File: config.mk
export PLATFORM = sky130hd
export DESIGN_NAME = mem_bus_sequencer
export DESIGN_NICKNAME = d
export VERILOG_FILES = /design/src/rtl/mem_bus_sequencer.sv
export SDC_FILE = /design/constraint.sdc
export NUM_CORES = 1
export LEC_CHECK = 0
export ABC_AREA = 0
export BUFFER_PORTS_ARGS = -buffer_cell sky130_fd_sc_hd__buf_4
export CAP_MARGIN = 25
export CORE_MARGIN = 4
export CORE_UTILIZATION = 42
export CTS_BUF_LIST = sky130_fd_sc_hd__clkbuf_4 sky130_fd_sc_hd__clkbuf_8 sky130_fd_sc_hd__clkbuf_16
export DETAILED_ROUTE_END_ITERATION = 10
export PLACE_DENSITY = 0.71
export SKIP_LAST_GASP = 1
export SYNTH_ARGS = -nofsm -noshare
export SYNTH_HDL_FRONTEND = slang
export SYNTH_SLANG_ARGS = --single-unit
File: constraint.sdc
create_clock -name Clock -period 2.3 [get_ports Clock]
set_input_delay 0.345 -clock Clock [delete_from_list [all_inputs] [get_ports Clock]]
set_output_delay 0.345 -clock Clock [all_outputs]
set_load 0.02 [all_outputs]
File: src/rtl/mem_bus_sequencer.sv
// Round-robin multi-channel sequencer for a multiplexed address/data memory bus.
// Each transfer runs ADDR -> ACCESS (fixed wait states plus nWait stretching, with timeout) -> DONE.
module mem_bus_sequencer #(
  parameter int DATA_W      = 16,
  parameter int ADDR_W      = 16,
  parameter int N_CH        = 2,
  parameter int WAIT_STATES = 1,
  parameter int TIMEOUT     = 15
) (
  input  logic                     Clock,
  input  logic                     Reset,
  input  logic [N_CH-1:0]          ReqValid,
  input  logic [N_CH-1:0]          ReqRnW,
  input  logic [N_CH*ADDR_W-1:0]   ReqAddr,
  input  logic [N_CH*DATA_W-1:0]   ReqWData,
  output logic [N_CH-1:0]          ReqReady,
  output logic [N_CH-1:0]          RspValid,
  output logic [DATA_W-1:0]        RspData,
  output logic                     RspErr,
  output logic                     Busy,
  output logic [DATA_W-1:0]        BusOut,
  input  logic [DATA_W-1:0]        BusIn,
  output logic                     ALE,
  output logic                     nME,
  output logic                     nOE,
  output logic                     RnW,
  output logic                     ENB,
  input  logic                     nWait
);

  localparam int PW = (N_CH > 1) ? $clog2(N_CH) : 1;
  localparam int TW = $clog2(TIMEOUT + 1);
  localparam logic [3:0]    WAIT_LAST = 4'(WAIT_STATES);
  localparam logic [TW-1:0] TO_LAST   = TW'(TIMEOUT);

  typedef enum logic [1:0] {IDLE, ADDR, ACCESS, DONE} state_t;

  state_t            state, stateNext;
  logic [PW-1:0]     rrPtr;
  logic [PW-1:0]     grantIdx;
  logic              grantAny;
  logic [PW-1:0]     chReg;
  logic [ADDR_W-1:0] addrReg;
  logic [DATA_W-1:0] wDataReg;
  logic [DATA_W-1:0] rDataReg;
  logic              rnwReg;
  logic              errReg;
  logic [3:0]        waitCnt;
  logic [TW-1:0]     toCnt;

  // First requester at or after the round-robin pointer, wrapping.
  always_comb begin
    logic [PW-1:0] idx;
    grantAny = 1'b0;
    grantIdx = '0;
    idx      = '0;
    for (int k = 0; k < N_CH; k++) begin
      idx = PW'((int'(rrPtr) + k) % N_CH);
      if (!grantAny && ReqValid[idx]) begin
        grantAny = 1'b1;
        grantIdx = idx;
      end
    end
  end

  always_comb begin
    stateNext = state;
    ReqReady  = '0;
    RspValid  = '0;
    RspData   = '0;
    RspErr    = 1'b0;
    BusOut    = '0;
    ALE       = 1'b0;
    nME       = 1'b1;
    nOE       = 1'b1;
    RnW       = 1'b1;
    ENB       = 1'b0;
    case (state)
      IDLE: begin
        if (grantAny) begin
          ReqReady[grantIdx] = 1'b1;
          stateNext          = ADDR;
        end
      end
      ADDR: begin
        ALE       = 1'b1;
        ENB       = 1'b1;
        BusOut    = DATA_W'(addrReg);
        RnW       = rnwReg;
        stateNext = ACCESS;
      end
      ACCESS: begin
        nME = 1'b0;
        RnW = rnwReg;
        if (rnwReg) begin
          nOE = 1'b0;
        end else begin
          ENB    = 1'b1;
          BusOut = wDataReg;
        end
        // Only the final access cycle honours nWait; each low sample stretches by one.
        if (waitCnt == WAIT_LAST) begin
          if (nWait || (toCnt == TO_LAST)) stateNext = DONE;
        end
      end
      DONE: begin
        RspValid[chReg] = 1'b1;
        RspData         = rDataReg;
        RspErr          = errReg;
        stateNext       = IDLE;
      end
      default: stateNext = IDLE;
    endcase
  end

  assign Busy = (state != IDLE);

  always_ff @(posedge Clock) begin
    if (Reset) begin
      state    <= IDLE;
      rrPtr    <= '0;
      chReg    <= '0;
      addrReg  <= '0;
      wDataReg <= '0;
      rDataReg <= '0;
      rnwReg   <= 1'b1;
      errReg   <= 1'b0;
      waitCnt  <= '0;
      toCnt    <= '0;
    end else begin
      state <= stateNext;
      case (state)
        IDLE: begin
          if (grantAny) begin
            chReg    <= grantIdx;
            rnwReg   <= ReqRnW[grantIdx];
            addrReg  <= ReqAddr[int'(grantIdx)*ADDR_W +: ADDR_W];
            wDataReg <= ReqWData[int'(grantIdx)*DATA_W +: DATA_W];
            rDataReg <= '0;
            errReg   <= 1'b0;
            rrPtr    <= PW'((int'(grantIdx) + 1) % N_CH);
          end
        end
        ADDR: begin
          waitCnt <= '0;
          toCnt   <= '0;
        end
        ACCESS: begin
          if (waitCnt != WAIT_LAST) begin
            waitCnt <= waitCnt + 4'd1;
          end else if (nWait) begin
            if (rnwReg) rDataReg <= BusIn;
          end else if (toCnt == TO_LAST) begin
            errReg   <= 1'b1;
            rDataReg <= '0;
          end else begin
            toCnt <= toCnt + TW'(1);
          end
        end
        default: ;
      endcase
    end
  end

endmodule

# Word-level counts from Yosys, hierarchy flattened
# Cells that the tools add are included.
[totals]
inputBits = 87
output_inout_bits = 43
register_bits = 62
word_cells = 102
[op_classes]
shift = 2
mux = 48
n_eq_ne = 16
reduce_logical = 16
n_addsub = 4
n_lt_le_gt_ge = 6
[ops]
columns = ["operator", "n"]
rows = [
  ["two-way mux 16 bit", 7],
  ["case mux 16 bit (2 select lines)", 2],
  ["variable part select 32 x 6 -> 16 bit", 2],
  ["two-way mux 1 bit", 22],
  ["two-way mux 4 bit", 4],
  ["inequality test 2 bit (second input constant)", 8],
  ["case mux 4 bit (2 select lines)", 2],
  ["two-way mux 2 bit", 6],
  ["AND reduction 5 bit", 2],
  ["adder 4 x 1 -> 4 bit (second input constant)", 2],
  ["< comparator 1 x 2 -> 1 bit (second input constant)", 4],
  ["case mux 2 bit (4 select lines)", 1],
  ["inequality test 3 bit (second input constant)", 2],
  ["nonzero test 2 bit", 3],
  ["equality test 2 bit (second input constant)", 2],
  ["equality test 4 x 1 -> 1 bit (second input constant)", 1],
  ["equality test 4 bit (second input constant)", 1],
  ["inequality test 4 x 1 -> 1 bit (second input constant)", 1],
  ["case mux 1 bit (2 select lines)", 2],
  ["AND reduction 2 bit", 2],
  ["AND reduction 4 bit", 1],
  ["logical AND 1 bit", 3],
  ["AND reduction 3 bit", 1],
  ["adder 1 bit (second input constant)", 2],
  ["other kinds (7)", 9],
]

# Logic depth before layout (Yosys ltp)
# Gate-level depths: netlist of the first run.
[logic_depth]
ltp_word = 12
depth_mapped = 8

# Least setup slack after synthesis of the first run
# Ideal clock, no wire load.
[synth_timing]
kind = "register to output"
startpoint = "register state[0]"
endpoint = "output port BusOut[10]"
slack_ps = 124
n_path_buf = 1
stages_incl_launch_ff = 8
arrival_ps = 1831
cell_sequence = "dfxtp_1 inv_1 ha_1 inv_1 nor2_1 buf_2 a22oi_1 nor2b_1"
[synth_via]
elab_chain_len = 2
elab_cells_between_ends = 3
cone_classes = "eq/ne: 2; mux: 1"
[synth_rtl]
columns = ["item", "line_no", "text"]
rows = [
  ["from (decl)", "38", "state_t state, stateNext;"],
  ["from (signal assigned)", "131", "state <= stateNext;"],
  ["equality test 2 bit or equality test 2 x 1 -> 1 bit (tied branches)", "78", "case (state)"],
  ["case mux 16 bit (2 select lines) *", "78", ""],
  ["to (decl)", "21", "output logic [DATA_W-1:0] BusOut,"],
]
# Every way passes the cells marked *; elsewhere a longest branch is shown, timed or not.

# Worst setup path in the final report of the first run
[layout_timing]
startpoint = "register state[0]"
endpoint = "output port BusOut[15]"
# Same word-level chain as after synthesis.

==> impl_results.html, run 1 <==
<table>
<tr><th>Metric</th><th>Value</th></tr>
<tr><th colspan="2">Global routing</th></tr>
<tr><td>Initial antenna violation count</td><td>0</td></tr>
<tr><td>Largest net degree at the start of global routing</td><td>46</td></tr>
<tr><td>Overall overflow remaining after global route</td><td>0</td></tr>
<tr><td>Vias in the first global route</td><td>slightly below 3,000</td></tr>
<tr><td>Global-route wire length before repair</td><td>13.9 mm</td></tr>
<tr><td>All-layer global routing usage</td><td>20.1%</td></tr>
<tr><th colspan="2">Die</th></tr>
<tr><td>Std-Cell Rows</td><td>30</td></tr>
<tr><td>Floorplan die area</td><td>about 8500 µm²</td></tr>
<tr><td>X dimension of the die</td><td>92.4 µm</td></tr>
<tr><td>Floorplan die height</td><td>92.4 µm</td></tr>
<tr><td>Num ports</td><td>130</td></tr>
<tr><td>Floorplan core area</td><td>6870 µm²</td></tr>
<tr><td>Starting density of the core</td><td>43.5%</td></tr>
<tr><th colspan="2">STA</th></tr>
<tr><td>Pin slew with the least headroom to its limit</td><td>between 0.5 and 0.6 ns</td></tr>
<tr><td>Largest clock skew in the final design</td><td>0.00754 ns</td></tr>
<tr><td>Max Clock Freq</td><td>0.467 GHz</td></tr>
<tr><td>Slew margin rel.</td><td>62.7%</td></tr>
<tr><td>Final total negative setup slack</td><td>0 ns</td></tr>
<tr><td>Clock period minus worst slack</td><td>around 2.1 ns</td></tr>
<tr><td>RSZ-0062 raised after global routing</td><td>false</td></tr>
<tr><td>Tcrit/Tclk final</td><td>between 90% and 100%</td></tr>
<tr><td>Final setup violation count</td><td>0</td></tr>
<tr><td>PnR worst setup slack</td><td>between 0.15 and 0.2 ns</td></tr>
<tr><td>Hold Fails Final Rpt</td><td>0</td></tr>
<tr><td>Max Slew Vio Count</td><td>0</td></tr>
<tr><th colspan="2">Worst setup path</th></tr>
<tr><td>Depth of the worst register-to-register path</td><td>5</td></tr>
<tr><td>Library cell appearing most often on the critical path</td><td>buf_4</td></tr>
<tr><td>Slack of the worst reg-to-reg path</td><td>about 0.38 ns</td></tr>
<tr><td>Kind of critical path</td><td>register to output port</td></tr>
<tr><td>Worst reg2reg endpoint</td><td>rDataReg[6]</td></tr>
<tr><td>Maximum fanout encountered on the critical timing path</td><td>17</td></tr>
<tr><td>Ordered cell list for the critical path</td><td>inv_1 -&gt; ha_1 -&gt; inv_2 -&gt; nor2_1 -&gt; buf_4 -&gt; a22oi_1 -&gt; nor2b_1 -&gt; buf_4</td></tr>
<tr><td>Data arrival time of the critical path</td><td>~1.8 ns</td></tr>
<tr><td>Worst flop-to-flop path startpoint</td><td>waitCnt[0]</td></tr>
<tr><td>Worst Path Required</td><td>roughly 2.0 ns</td></tr>
<tr><td>Crit path launch</td><td>state[0]</td></tr>
<tr><td>Slowest stage delay, CP</td><td>0.34 ns</td></tr>
<tr><td>Kind of end point of the critical path</td><td>output port</td></tr>
<tr><td>Critical-path cell with the highest stage delay</td><td>dfxtp_2</td></tr>
<tr><td>Nature of the critical path startpoint</td><td>register</td></tr>
<tr><th colspan="2">Route</th></tr>
<tr><td>Post-Route WL</td><td>8.85 mm</td></tr>
<tr><td>Vias per cell</td><td>5.38</td></tr>
<tr><td>Total number of vias</td><td>3,007</td></tr>
<tr><td>Detailed-route wire length per cell</td><td>around 16 µm</td></tr>
<tr><td>First-pass detailed-route iteration total</td><td>6</td></tr>
<tr><td>Post-detailed-route count of antenna-violating nets</td><td>0</td></tr>
<tr><td>Count of routing violations after the opening detailed-route iteration</td><td>308</td></tr>
<tr><td>Detailed-route DRC error count</td><td>0</td></tr>
<tr><th colspan="2">Cells and area</th></tr>
<tr><td>Storage cell area</td><td>1240 µm²</td></tr>
<tr><td>Multi-input gate area</td><td>1640 µm²</td></tr>
<tr><td>Number of diodes added for antenna fixing</td><td>0</td></tr>
<tr><td>Layout-stage area growth over the synthesis result</td><td>43.9%</td></tr>
<tr><td>Number of standard cells in the layout, taps in and fillers out</td><td>559</td></tr>
<tr><td>Core utilization of the finished layout</td><td>62.6%</td></tr>
<tr><td>Fraction of layout cells with a size suffix above 1</td><td>a little over a third</td></tr>
<tr><td>Fillers</td><td>640</td></tr>
<tr><td>Final layout net count</td><td>552</td></tr>
<tr><th colspan="2">Synthesis</th></tr>
<tr><td>Combinational family with the most area after synthesis</td><td>simple AND/OR/NAND/NOR gates</td></tr>
<tr><td>Fraction of the yosys area taken by sequential cells</td><td>41.5%</td></tr>
<tr><td>Multiplexer share of the synthesized area</td><td>8.08%</td></tr>
<tr><td>Simple-gate area share of the yosys netlist</td><td>23.6%</td></tr>
<tr><td>Adder-Cell Fraction of Synth Area</td><td>under 10%</td></tr>
<tr><td>Synthesized-area fraction occupied by ao, oa, aoi and oai cells</td><td>between 10% and 20%</td></tr>
<tr><td>Synth unique cells</td><td>36</td></tr>
<tr><td>Per-instance average area after synthesis</td><td>about 9 µm²</td></tr>
<tr><td>Warning count from the yosys run</td><td>0</td></tr>
<tr><td>Post-synthesis share of cell area spent on xor and xnor gates</td><td>0.586%</td></tr>
<tr><td>Synth Net Count</td><td>429</td></tr>
<tr><td>Post-synthesis cell area</td><td>2990 µm²</td></tr>
<tr><td>Number of cells produced by synthesis</td><td>335</td></tr>
<tr><td>Synthesized flop and latch total</td><td>62</td></tr>
<tr><th colspan="2">CTS</th></tr>
<tr><td>Number of resized instances in the post-cts repair step</td><td>1</td></tr>
<tr><td>CTS clock-pin slew for the worst setup and hold paths</td><td>0.07 ns</td></tr>
<tr><td>Number of hold-repair buffers added at the cts stage</td><td>0</td></tr>
<tr><td>H-Tree Level Count</td><td>3</td></tr>
<tr><td>Post-CTS setup repair buffer count</td><td>0</td></tr>
<tr><td>Number of buffers on the longest clock path</td><td>2</td></tr>
<tr><td>Num CTS Buffers</td><td>9</td></tr>
<tr><td>CTS sink count</td><td>62</td></tr>
<tr><td>Clock insertion delay at the later pin of the skew report</td><td>approximately 0.32 ns</td></tr>
<tr><td>Clock root cell</td><td>clkbuf_8</td></tr>
<tr><td>CTS tree</td><td>done</td></tr>
<tr><th colspan="2">Worst hold path</th></tr>
<tr><td>Hold path endpoint</td><td>rDataReg[8]</td></tr>
<tr><td>Worst Hold Class</td><td>primary input to register</td></tr>
<tr><td>Number of cells on the worst hold path</td><td>3</td></tr>
<tr><td>Hold Path Origin</td><td>BusIn[8]</td></tr>
<tr><th colspan="2">Placed design</th></tr>
<tr><td>Post-place setup slack</td><td>between 0.15 and 0.2 ns</td></tr>
<tr><td>Routability-driven placement congestion ratio</td><td>~0.78</td></tr>
<tr><td>Detailed Place HPWL</td><td>6.29 mm</td></tr>
<tr><td>Placed Instances</td><td>543</td></tr>
<tr><td>Number of port buffers</td><td>129</td></tr>
<tr><th colspan="2">Power and ir drop</th></tr>
<tr><td>Design Power</td><td>between 4000 and 5000 µW</td></tr>
<tr><td>PwrDens</td><td>1060 nW/µm²</td></tr>
<tr><td>Static leakage</td><td>~0.0019 µW</td></tr>
<tr><td>Max rail drop VDD</td><td>0.658 mV</td></tr>
<tr><th colspan="2">Run</th></tr>
<tr><td>Maximum capacitance violations</td><td>0</td></tr>
<tr><th colspan="2">Outcome</th></tr>
<tr><td>Status</td><td>finished, final reports clean</td></tr>
</table>
-- state kept, by name, summed over array words and instances, names as in the netlist --
signal / count
rDataReg: 16
wDataReg: 16
waitCnt: 4
rnwReg: 1
errReg: 1
state: 2
chReg: 1
rrPtr: 1
addrReg: 16
toCnt: 4
-- power by group --
group / internal [µW] / leakage [µW] / total [µW] / switching (µW)
Combinational: 902 / 0.00127 / 2060 / 1160
Clock: 710 / 0.000123 / 1110 / 396
Sequential: 1270 / 0.000507 / 1410 / 133
Total: 2880 / 0.00190 / 4570 / 1690
-- worst max-delay path: cells and delay by family (launching register included) --
family	cells	cell delay [ns]
flops	1	0.34
compound gates	1	0.09
fa+ha+maj	1	0.19
simple gates	2	0.27
buf+inv	4	0.57
-- placed cells by master, fill, tap and decap left out, types with 6 or more instances in the layout --
master    netlist  layout
nand3_1         7       7
nor2b_1        19      19
a22oi_1        16      16
inv_1           8       7
and2_1         20      20
dfxtp_1        62      61
nor2_1         42      42
nand2_1        40      40
ha_1            7       6
clkbuf_8        0      12
a222oi_1       30      30
mux2i_1        23      23
buf_4           0     136
-- metrics by stage --
stage               hold slack, ns  area, µm²
floorplan                    0.433       2990
global placement             0.440       4050
detailed placement           0.448       4050
CTS                          0.262       4290
global route                 0.259       4300
finish                       0.270       4300
-- cells in the mapped netlist --
master	number	area share, %
dfxtp_1	62	42
nor2_1	42	5.3
nand2_1	40	5.0
a222oi_1	30	10
mux2i_1	23	7.7
clkbuf_1	21	2.6
and2_1	20	4.2
nor2b_1	19	4.0
a22oi_1	16	4.0
inv_1	8	1.0
ha_1	7	2.9
nand3_1	7	1.2
a211oi_1	4	1.0
a21oi_1	4	0.67
buf_2	3	0.50
nand2b_1	3	0.63
nand4_1	2	0.42
nor3_1	2	0.33
o21a_1	2	0.50
o21ai_0	2	0.33
or3_1	2	0.42
xor2_1	2	0.59
a2111oi_4	1	0.92
a221oi_1	1	0.29
a41oi_1	1	0.29
and3_1	1	0.21
and4_1	1	0.29
buf_6	1	0.38
mux2_2	1	0.38
nand4_4	1	0.71
nand4b_1	1	0.29
nor3b_1	1	0.25
o211a_1	1	0.33
o211ai_1	1	0.25
o21ai_1	1	0.17
or3b_4	1	0.38
-- layer usage --
| layer | global-route usage, % | up-vias | share of wire (%) |
|---|---|---|---|
| met5 | 0 | - | 0 |
| met4 | 8.17 | 0 | 1.9 |
| met3 | 6.66 | 13 | 9.7 |
| met2 | 31.8 | 124 | 46 |
| met1 | 24.9 | 1403 | 43 |
| li1 | - | 1467 | - |
-- layout make-up --
class / count / share of cell area (%)
multi-input combinational: 240 / 38.1
sequential: 62 / 28.9
timing repair buffer: 137 / 24.0
clock buffer: 13 / 4.01
tap: 96 / 2.79
clock inverter: 3 / 1.51
inverter: 8 / 0.698
-- logic make-up after synthesis --
logic type,after synthesis
AND/OR/NAND/NOR,143
AO/OA/AOI/OAI,64
flip-flops,62
buffers and inverters,33
multiplexers,24
adder cells (fa/ha/maj),7
XOR/XNOR,2
-- worst max path at each step --
stage / endpoint / slack (ns) / cells after the start
finish: BusOut[15] / 0.16 / 8
CTS: ReqReady[1] / 0.04 / 4
floorplan: BusOut[10] / 0.12 / 7
detailed placement: ReqReady[1] / 0.19 / 4
global placement: ReqReady[1] / 0.19 / 4
global route: BusOut[5] / 0.04 / 8
Power figures use the tool's default switching activity.
==> run 2, diff against run 1 <==
- CELL_PAD_IN_SITES_DETAIL_PLACEMENT: unset -> 0
- CELL_PAD_IN_SITES_GLOBAL_PLACEMENT: unset -> 1
- CORE_UTILIZATION: 42 -> 34
- PLACE_DENSITY: 0.71 -> 0.79
- SKIP_CTS_REPAIR_TIMING: unset -> 1
==> run 2 against run 1 <==
Net effect:
- first-iteration DRC count down 12%
- flip-flop and latch count unchanged
- power down 3.4%
- global-route usage down 1.7 points
- count of clock-buffer cells in the layout down 4
- cell count up 1.4%
- register-to-register slack worse by 0.02 ns
- fmax down 3.4%
- combinational power about the same
- critical path type unchanged
- highest routed layer unchanged
==> impl_results.html, run 2 (same netlist as run 1, synthesis figures left out) <==
<table>
<tr><th>Metric</th><th>Value</th></tr>
<tr><th colspan="2">Worst setup path</th></tr>
<tr><td>Kind of end point of the critical path</td><td>output port</td></tr>
<tr><td>Worst flop-to-flop path startpoint</td><td>state[0]</td></tr>
<tr><td>Ordered cell list for the critical path</td><td>inv_1 -&gt; ha_2 -&gt; inv_1 -&gt; a211oi_4 -&gt; buf_4 -&gt; buf_4</td></tr>
<tr><td>Data arrival time of the critical path</td><td>about 1.9 ns</td></tr>
<tr><td>Crit path buf inv count</td><td>4</td></tr>
<tr><td>Crit path launch</td><td>state[0]</td></tr>
<tr><td>Kind of cell with the highest combined delay on the critical path</td><td>buffers and inverters</td></tr>
<tr><td>Slowest stage delay, CP</td><td>0.37 ns</td></tr>
<tr><td>Critical-path cell with the highest stage delay</td><td>buf_4</td></tr>
<tr><td>Maximum fanout encountered on the critical timing path</td><td>32</td></tr>
<tr><td>Nature of the critical path startpoint</td><td>register</td></tr>
<tr><td>Worst Path Required</td><td>slightly below 2 ns</td></tr>
<tr><td>Kind of critical path</td><td>register to output port</td></tr>
<tr><th colspan="2">Power and ir drop</th></tr>
<tr><td>Share of power burned in the clock network</td><td>21.2%</td></tr>
<tr><td>Design Power</td><td>4420 µW</td></tr>
<tr><td>Sequential cell fraction of total power</td><td>31.9%</td></tr>
<tr><td>PwrDens</td><td>1040 nW/µm²</td></tr>
<tr><td>Power Internal</td><td>2650 µW</td></tr>
<tr><td>Static leakage</td><td>between 0.0015 and 0.002 µW</td></tr>
<tr><td>Net switching component of the power</td><td>between 1500 and 2000 µW</td></tr>
<tr><td>Part of the power in combinational logic</td><td>46.9%</td></tr>
<tr><td>Max rail drop VDD</td><td>0.515 mV</td></tr>
<tr><td>Proportion of total power due to net switching</td><td>39.9%</td></tr>
<tr><th colspan="2">Die</th></tr>
<tr><td>Floorplan core area</td><td>8380 µm²</td></tr>
<tr><td>Floorplan die height</td><td>102 µm</td></tr>
<tr><td>Starting density of the core</td><td>35.7%</td></tr>
<tr><td>Std-Cell Rows</td><td>33</td></tr>
<tr><td>Floorplan die area</td><td>10,400 µm²</td></tr>
<tr><td>X dimension of the die</td><td>102 µm</td></tr>
<tr><td>Num ports</td><td>130</td></tr>
<tr><th colspan="2">Route</th></tr>
<tr><td>Count of routing violations after the opening detailed-route iteration</td><td>272</td></tr>
<tr><td>First-pass detailed-route iteration total</td><td>7</td></tr>
<tr><td>Vias per cell</td><td>between 5 and 6</td></tr>
<tr><td>Total number of vias</td><td>3,015</td></tr>
<tr><td>Post-Route WL</td><td>9.49 mm</td></tr>
<tr><td>Detailed-route wire length per cell</td><td>16.7 µm</td></tr>
<tr><td>Post-detailed-route count of antenna-violating nets</td><td>0</td></tr>
<tr><td>Detailed-route DRC error count</td><td>0</td></tr>
<tr><th colspan="2">Run</th></tr>
<tr><td>Maximum capacitance violations</td><td>0</td></tr>
<tr><th colspan="2">CTS</th></tr>
<tr><td>Clock root cell</td><td>clkbuf_8</td></tr>
<tr><td>CTS tree</td><td>done</td></tr>
<tr><td>CTS clock-pin slew for the worst setup and hold paths</td><td>around 0.08 ns</td></tr>
<tr><td>Clock insertion delay at the later pin of the skew report</td><td>~0.35 ns</td></tr>
<tr><td>Number of buffers on the longest clock path</td><td>2</td></tr>
<tr><td>CTS sink count</td><td>62</td></tr>
<tr><td>Num CTS Buffers</td><td>9</td></tr>
<tr><td>H-Tree Level Count</td><td>3</td></tr>
<tr><th colspan="2">Placed design</th></tr>
<tr><td>Post-place setup slack</td><td>0.396 ns</td></tr>
<tr><td>Placed Instances</td><td>552</td></tr>
<tr><td>Detailed Place HPWL</td><td>6.66 mm</td></tr>
<tr><td>Number of port buffers</td><td>between 100 and 150</td></tr>
<tr><td>Routability-driven placement congestion ratio</td><td>between 0.8 and 0.9</td></tr>
<tr><td>Placed Area</td><td>4060 µm²</td></tr>
<tr><th colspan="2">Global routing</th></tr>
<tr><td>Initial antenna violation count</td><td>0</td></tr>
<tr><td>Met3 Usage GRT</td><td>7.16%</td></tr>
<tr><td>Global-route wire length before repair</td><td>14.8 mm</td></tr>
<tr><td>Largest net degree at the start of global routing</td><td>46</td></tr>
<tr><td>Vias in the first global route</td><td>just under 3,000</td></tr>
<tr><td>GR Layer Usage met1</td><td>22.7%</td></tr>
<tr><td>Most heavily used metal layer in global routing</td><td>met2</td></tr>
<tr><td>Overall overflow remaining after global route</td><td>0</td></tr>
<tr><td>All-layer global routing usage</td><td>18.4%</td></tr>
<tr><td>Met2 capacity usage during global routing</td><td>29.3%</td></tr>
<tr><th colspan="2">STA</th></tr>
<tr><td>Max Slew Vio Count</td><td>0</td></tr>
<tr><td>Final total negative setup slack</td><td>0 ns</td></tr>
<tr><td>Max Clock Freq</td><td>0.452 GHz</td></tr>
<tr><td>Pin slew with the least headroom to its limit</td><td>0.790 ns</td></tr>
<tr><td>Hold Fails Final Rpt</td><td>0</td></tr>
<tr><td>Clock period minus worst slack</td><td>approximately 2.2 ns</td></tr>
<tr><td>Final setup violation count</td><td>0</td></tr>
<tr><td>Slew margin rel.</td><td>47.3%</td></tr>
<tr><td>PnR worst setup slack</td><td>about 0.086 ns</td></tr>
<tr><td>Largest clock skew in the final design</td><td>0.00849 ns</td></tr>
<tr><td>Tcrit/Tclk final</td><td>roughly 96%</td></tr>
<tr><td>RSZ-0062 raised after global routing</td><td>false</td></tr>
<tr><th colspan="2">Cells and area</th></tr>
<tr><td>Largest registers</td><td>addrReg: 16 flops, rDataReg: 16 flops, wDataReg: 16 flops</td></tr>
<tr><td>Number of diodes added for antenna fixing</td><td>0</td></tr>
<tr><td>Fillers</td><td>811</td></tr>
<tr><td>Most common cell after layout, fill and taps aside</td><td>buf_4</td></tr>
<tr><td>Commonest non-fill, non-tap cells in the layout</td><td>buf_4 (136), dfxtp_1 (62), nor2_1 (42), nand2_1 (40), a222oi_1 (30)</td></tr>
<tr><td>Number of standard cells in the layout, taps in and fillers out</td><td>567</td></tr>
<tr><td>Fraction of layout cells with a size suffix above 1</td><td>34.4%</td></tr>
<tr><td>Final layout net count</td><td>552</td></tr>
<tr><td>Layout-stage area growth over the synthesis result</td><td>42.3%</td></tr>
<tr><td>Post-Layout Inst Area</td><td>~4300 µm²</td></tr>
<tr><th colspan="2">Outcome</th></tr>
<tr><td>Status</td><td>finished, final reports clean</td></tr>
<tr><th colspan="2">Worst hold path</th></tr>
<tr><td>Worst Hold Class</td><td>primary input to register</td></tr>
<tr><td>Hold Path Origin</td><td>BusIn[6]</td></tr>
</table>
-- run 2: cell count changes in the layout (fill, tap and decap cells not counted), sizes merged --
cell      change
clkinv        +2
clkbuf        -4
clkinvlp      +2
bufinv        -1
-- run 2: final timing paths --
kind	endpoint	slack, ns	cells past startpoint
worst max register to register	toCnt[3]	0.36	7
worst max-delay path	ReqReady[0]	0.09	6
worst min-delay path	rDataReg[6]	0.24	3
worst min register to register	rDataReg[13]	0.45	2
-- run 2: area by class of cell --
cell class / instances / area (µm²) / area share [%]
tap: 105 / 131 / 3.09
multi-input combinational: 240 / 1630 / 38.4
clock buffer: 9 / 124 / 2.91
sequential: 62 / 1240 / 29.2
clock inverter: 6 / 63.8 / 1.50
timing repair buffer: 137 / 1030 / 24.3
inverter: 8 / 30.0 / 0.706
-- run 2: tightest hold or removal path, delay by kind of cell --
| family | cells | cell delay (ns) |
|---|---|---|
| muxes | 1 | 0.05 |
| and+or+nand+nor | 1 | 0.04 |
| buffers and inverters | 1 | 0.11 |
-- run 2: power groups by stage --
| stage | Combinational, µW | Sequential [µW] | Clock, µW |
|---|---|---|---|
| floorplan | 1470 | 1380 | 0 |
| global placement | 2030 | 1420 | 0 |
| detailed placement | 2060 | 1420 | 0 |
| CTS | 2070 | 1400 | 961 |
| global route | 2250 | 1430 | 1010 |
| finish | 2070 | 1410 | 938 |
-- run 2: per-stage QoR --
step / hold WS (ns) / utilization [%]
floorplan: 0.433 / -
global placement: 0.440 / 48.5
detailed placement: 0.447 / 48.5
CTS: 0.232 / 50.7
global route: 0.235 / 50.8
finish: 0.244 / 50.8
-- run 2: layer usage --
metal | vias to the layer above | wire, µm
li1 | 1460 | -
met1 | 1411 | 4050
met2 | 130 | 4400
met3 | 14 | 912
met4 | 0 | 130
met5 | - | 0
==> run 3, diff against run 2 <==
- CELL_PAD_IN_SITES_DETAIL_PLACEMENT: 0 -> 1
==> run 3 against run 2 <==
Net effect:
- clock skew up 0.0060 ns
- die area did not move
- sequential power about the same
- fmax up 0.99%
- critical path type unchanged
- final area rose by 1.6%
- count of clock-buffer cells in the layout is the same
- wire length grew 11%
- global-route usage grew 2.3 points
- critical path depth is 2 lower
- clock power is 25% higher
- flip-flop and latch count stayed put
==> impl_results.html, run 3 (same netlist as run 1, synthesis figures left out) <==
<table>
<tr><th>Metric</th><th>Value</th></tr>
<tr><th colspan="2">Die</th></tr>
<tr><td>Num ports</td><td>130</td></tr>
<tr><td>Std-Cell Rows</td><td>33</td></tr>
<tr><td>X dimension of the die</td><td>102 µm</td></tr>
<tr><td>Floorplan die height</td><td>102 µm</td></tr>
<tr><td>Starting density of the core</td><td>35.7%</td></tr>
<tr><td>Floorplan die area</td><td>10,400 µm²</td></tr>
<tr><td>Floorplan core area</td><td>roughly 8400 µm²</td></tr>
<tr><th colspan="2">Placed design</th></tr>
<tr><td>Detailed Place HPWL</td><td>7.41 mm</td></tr>
<tr><td>Number of port buffers</td><td>between 100 and 150</td></tr>
<tr><td>Post-place setup slack</td><td>around 0.34 ns</td></tr>
<tr><td>Routability-driven placement congestion ratio</td><td>0.828</td></tr>
<tr><th colspan="2">CTS</th></tr>
<tr><td>Number of buffers on the longest clock path</td><td>2</td></tr>
<tr><td>CTS tree</td><td>done</td></tr>
<tr><td>Num CTS Buffers</td><td>9</td></tr>
<tr><td>Clock insertion delay at the later pin of the skew report</td><td>0.35 ns</td></tr>
<tr><td>H-Tree Level Count</td><td>3</td></tr>
<tr><td>Clock root cell</td><td>clkbuf_8</td></tr>
<tr><td>CTS clock-pin slew for the worst setup and hold paths</td><td>about 0.080 ns</td></tr>
<tr><td>CTS sink count</td><td>62</td></tr>
<tr><th colspan="2">Worst setup path</th></tr>
<tr><td>Nature of the critical path startpoint</td><td>register</td></tr>
<tr><td>Worst Path Required</td><td>1.96 ns</td></tr>
<tr><td>Data arrival time of the critical path</td><td>roughly 1.9 ns</td></tr>
<tr><td>Crit path launch</td><td>state[0]</td></tr>
<tr><td>Kind of end point of the critical path</td><td>output port</td></tr>
<tr><td>Slack of the worst reg-to-reg path</td><td>0.35 ns</td></tr>
<tr><td>Depth of the worst register-to-register path</td><td>7</td></tr>
<tr><td>Worst reg2reg endpoint</td><td>toCnt[3]</td></tr>
<tr><td>Maximum fanout encountered on the critical timing path</td><td>18</td></tr>
<tr><td>Worst flop-to-flop path startpoint</td><td>state[0]</td></tr>
<tr><td>Kind of critical path</td><td>register to output port</td></tr>
<tr><td>Crit path to</td><td>ReqReady[1]</td></tr>
<tr><th colspan="2">STA</th></tr>
<tr><td>Pin slew with the least headroom to its limit</td><td>0.787 ns</td></tr>
<tr><td>Tcrit/Tclk final</td><td>between 90% and 100%</td></tr>
<tr><td>Largest clock skew in the final design</td><td>0.0145 ns</td></tr>
<tr><td>Final setup violation count</td><td>0</td></tr>
<tr><td>PnR worst setup slack</td><td>0.108 ns</td></tr>
<tr><td>RSZ-0062 raised after global routing</td><td>true</td></tr>
<tr><td>Max Clock Freq</td><td>around 0.46 GHz</td></tr>
<tr><td>Final total negative setup slack</td><td>0 ns</td></tr>
<tr><td>Max Slew Vio Count</td><td>0</td></tr>
<tr><td>Slew margin rel.</td><td>47.5%</td></tr>
<tr><td>Hold Fails Final Rpt</td><td>0</td></tr>
<tr><td>Clock period minus worst slack</td><td>2.19 ns</td></tr>
<tr><th colspan="2">Power and ir drop</th></tr>
<tr><td>Net switching component of the power</td><td>1800 µW</td></tr>
<tr><td>Power Internal</td><td>2890 µW</td></tr>
<tr><td>Part of the power in combinational logic</td><td>44.9%</td></tr>
<tr><td>Max rail drop VDD</td><td>0.529 mV</td></tr>
<tr><td>Share of power burned in the clock network</td><td>25.0%</td></tr>
<tr><td>Proportion of total power due to net switching</td><td>38.4%</td></tr>
<tr><td>PwrDens</td><td>1080 nW/µm²</td></tr>
<tr><td>Design Power</td><td>4690 µW</td></tr>
<tr><td>Static leakage</td><td>between 0.0015 and 0.002 µW</td></tr>
<tr><td>Sequential cell fraction of total power</td><td>30.1%</td></tr>
<tr><th colspan="2">Cells and area</th></tr>
<tr><td>Number of diodes added for antenna fixing</td><td>0</td></tr>
<tr><td>Fraction of layout cells with a size suffix above 1</td><td>between 30% and 40%</td></tr>
<tr><td>Final layout net count</td><td>554</td></tr>
<tr><td>Layout-stage area growth over the synthesis result</td><td>44.5%</td></tr>
<tr><td>Commonest non-fill, non-tap cells in the layout</td><td>buf_4 (136), dfxtp_1 (62), nor2_1 (41), nand2_1 (40), a222oi_1 (30)</td></tr>
<tr><td>Most common cell after layout, fill and taps aside</td><td>buf_4</td></tr>
<tr><td>Largest registers</td><td>addrReg: 16 flops, rDataReg: 16 flops, wDataReg: 16 flops</td></tr>
<tr><td>Core utilization of the finished layout</td><td>51.6%</td></tr>
<tr><th colspan="2">Global routing</th></tr>
<tr><td>Global-route wire length before repair</td><td>16.8 mm</td></tr>
<tr><td>Largest net degree at the start of global routing</td><td>46</td></tr>
<tr><td>Initial antenna violation count</td><td>0</td></tr>
<tr><td>Vias in the first global route</td><td>roughly 3,300</td></tr>
<tr><td>All-layer global routing usage</td><td>20.7%</td></tr>
<tr><td>Overall overflow remaining after global route</td><td>0</td></tr>
<tr><th colspan="2">Route</th></tr>
<tr><td>Post-detailed-route count of antenna-violating nets</td><td>0</td></tr>
<tr><td>Count of routing violations after the opening detailed-route iteration</td><td>211</td></tr>
<tr><td>Vias per cell</td><td>5.43</td></tr>
<tr><td>Detailed-route DRC error count</td><td>0</td></tr>
<tr><td>First-pass detailed-route iteration total</td><td>5</td></tr>
<tr><td>Detailed-route wire length per cell</td><td>18.4 µm</td></tr>
<tr><td>Post-Route WL</td><td>10.5 mm</td></tr>
<tr><td>Total number of vias</td><td>approximately 3,100</td></tr>
<tr><th colspan="2">Worst hold path</th></tr>
<tr><td>Worst Hold Class</td><td>primary input to register</td></tr>
<tr><th colspan="2">Run</th></tr>
<tr><td>Maximum capacitance violations</td><td>0</td></tr>
<tr><th colspan="2">Outcome</th></tr>
<tr><td>Status</td><td>finished, final reports clean</td></tr>
</table>
-- run 3: power groups by stage --
stage,Sequential [µW],Clock [µW],Combinational (µW)
2_1_floorplan,1380,0,1470
3_3_place_gp,1420,0,2030
3_5_place_dp,1430,0,2090
4_1_cts,1410,1180,2100
5_1_grt,1440,1240,2300
6_report,1410,1170,2110
-- run 3: final cells by class --
cell class | count | area (µm²)
clock buffers | 9 | 124
clock inverters | 6 | 111
fillers | 1005 | 4060
inverters | 8 | 30.0
multi-input cells | 240 | 1640
flip-flops and latches | 62 | 1240
well taps | 105 | 131
repair buffers | 139 | 1050
-- run 3: worst min-delay path by stage --
stage                  from           end  slack [ns]  cells past startpoint
2_1_floorplan   rDataReg[0]   rDataReg[0]        0.43                      2
3_3_place_gp   rDataReg[15]  rDataReg[15]        0.44                      2
3_5_place_dp   rDataReg[13]  rDataReg[13]        0.45                      2
4_1_cts           BusIn[13]  rDataReg[13]        0.24                      3
5_1_grt            BusIn[8]   rDataReg[8]        0.24                      3
6_report          BusIn[13]  rDataReg[13]        0.24                      3
-- run 3: worst max-delay path, cell delays in order, from the launching register on --
cell	delay, ns
dfxtp_1	0.35
inv_1	0.09
ha_2	0.22
o211a_1	0.58
buf_4	0.26
-- run 3: stage by stage --
stage,hold WS [ns],instance area (µm²),cells
after global routing,0.238,4320,569
after detailed placement,0.451,4060,552
final,0.240,4320,569
after floorplan,0.433,2990,335
after global placement,0.440,4060,552
after CTS,0.236,4300,567
-- run 3: layer usage --
metal	vias up	global-route usage (%)	part of all wire [%]
li1	1464	-	-
met5	-	0	0
met3	17	6.89	9.7
met2	132	34.1	48
met4	0	6.95	1.7
met1	1478	25.3	40
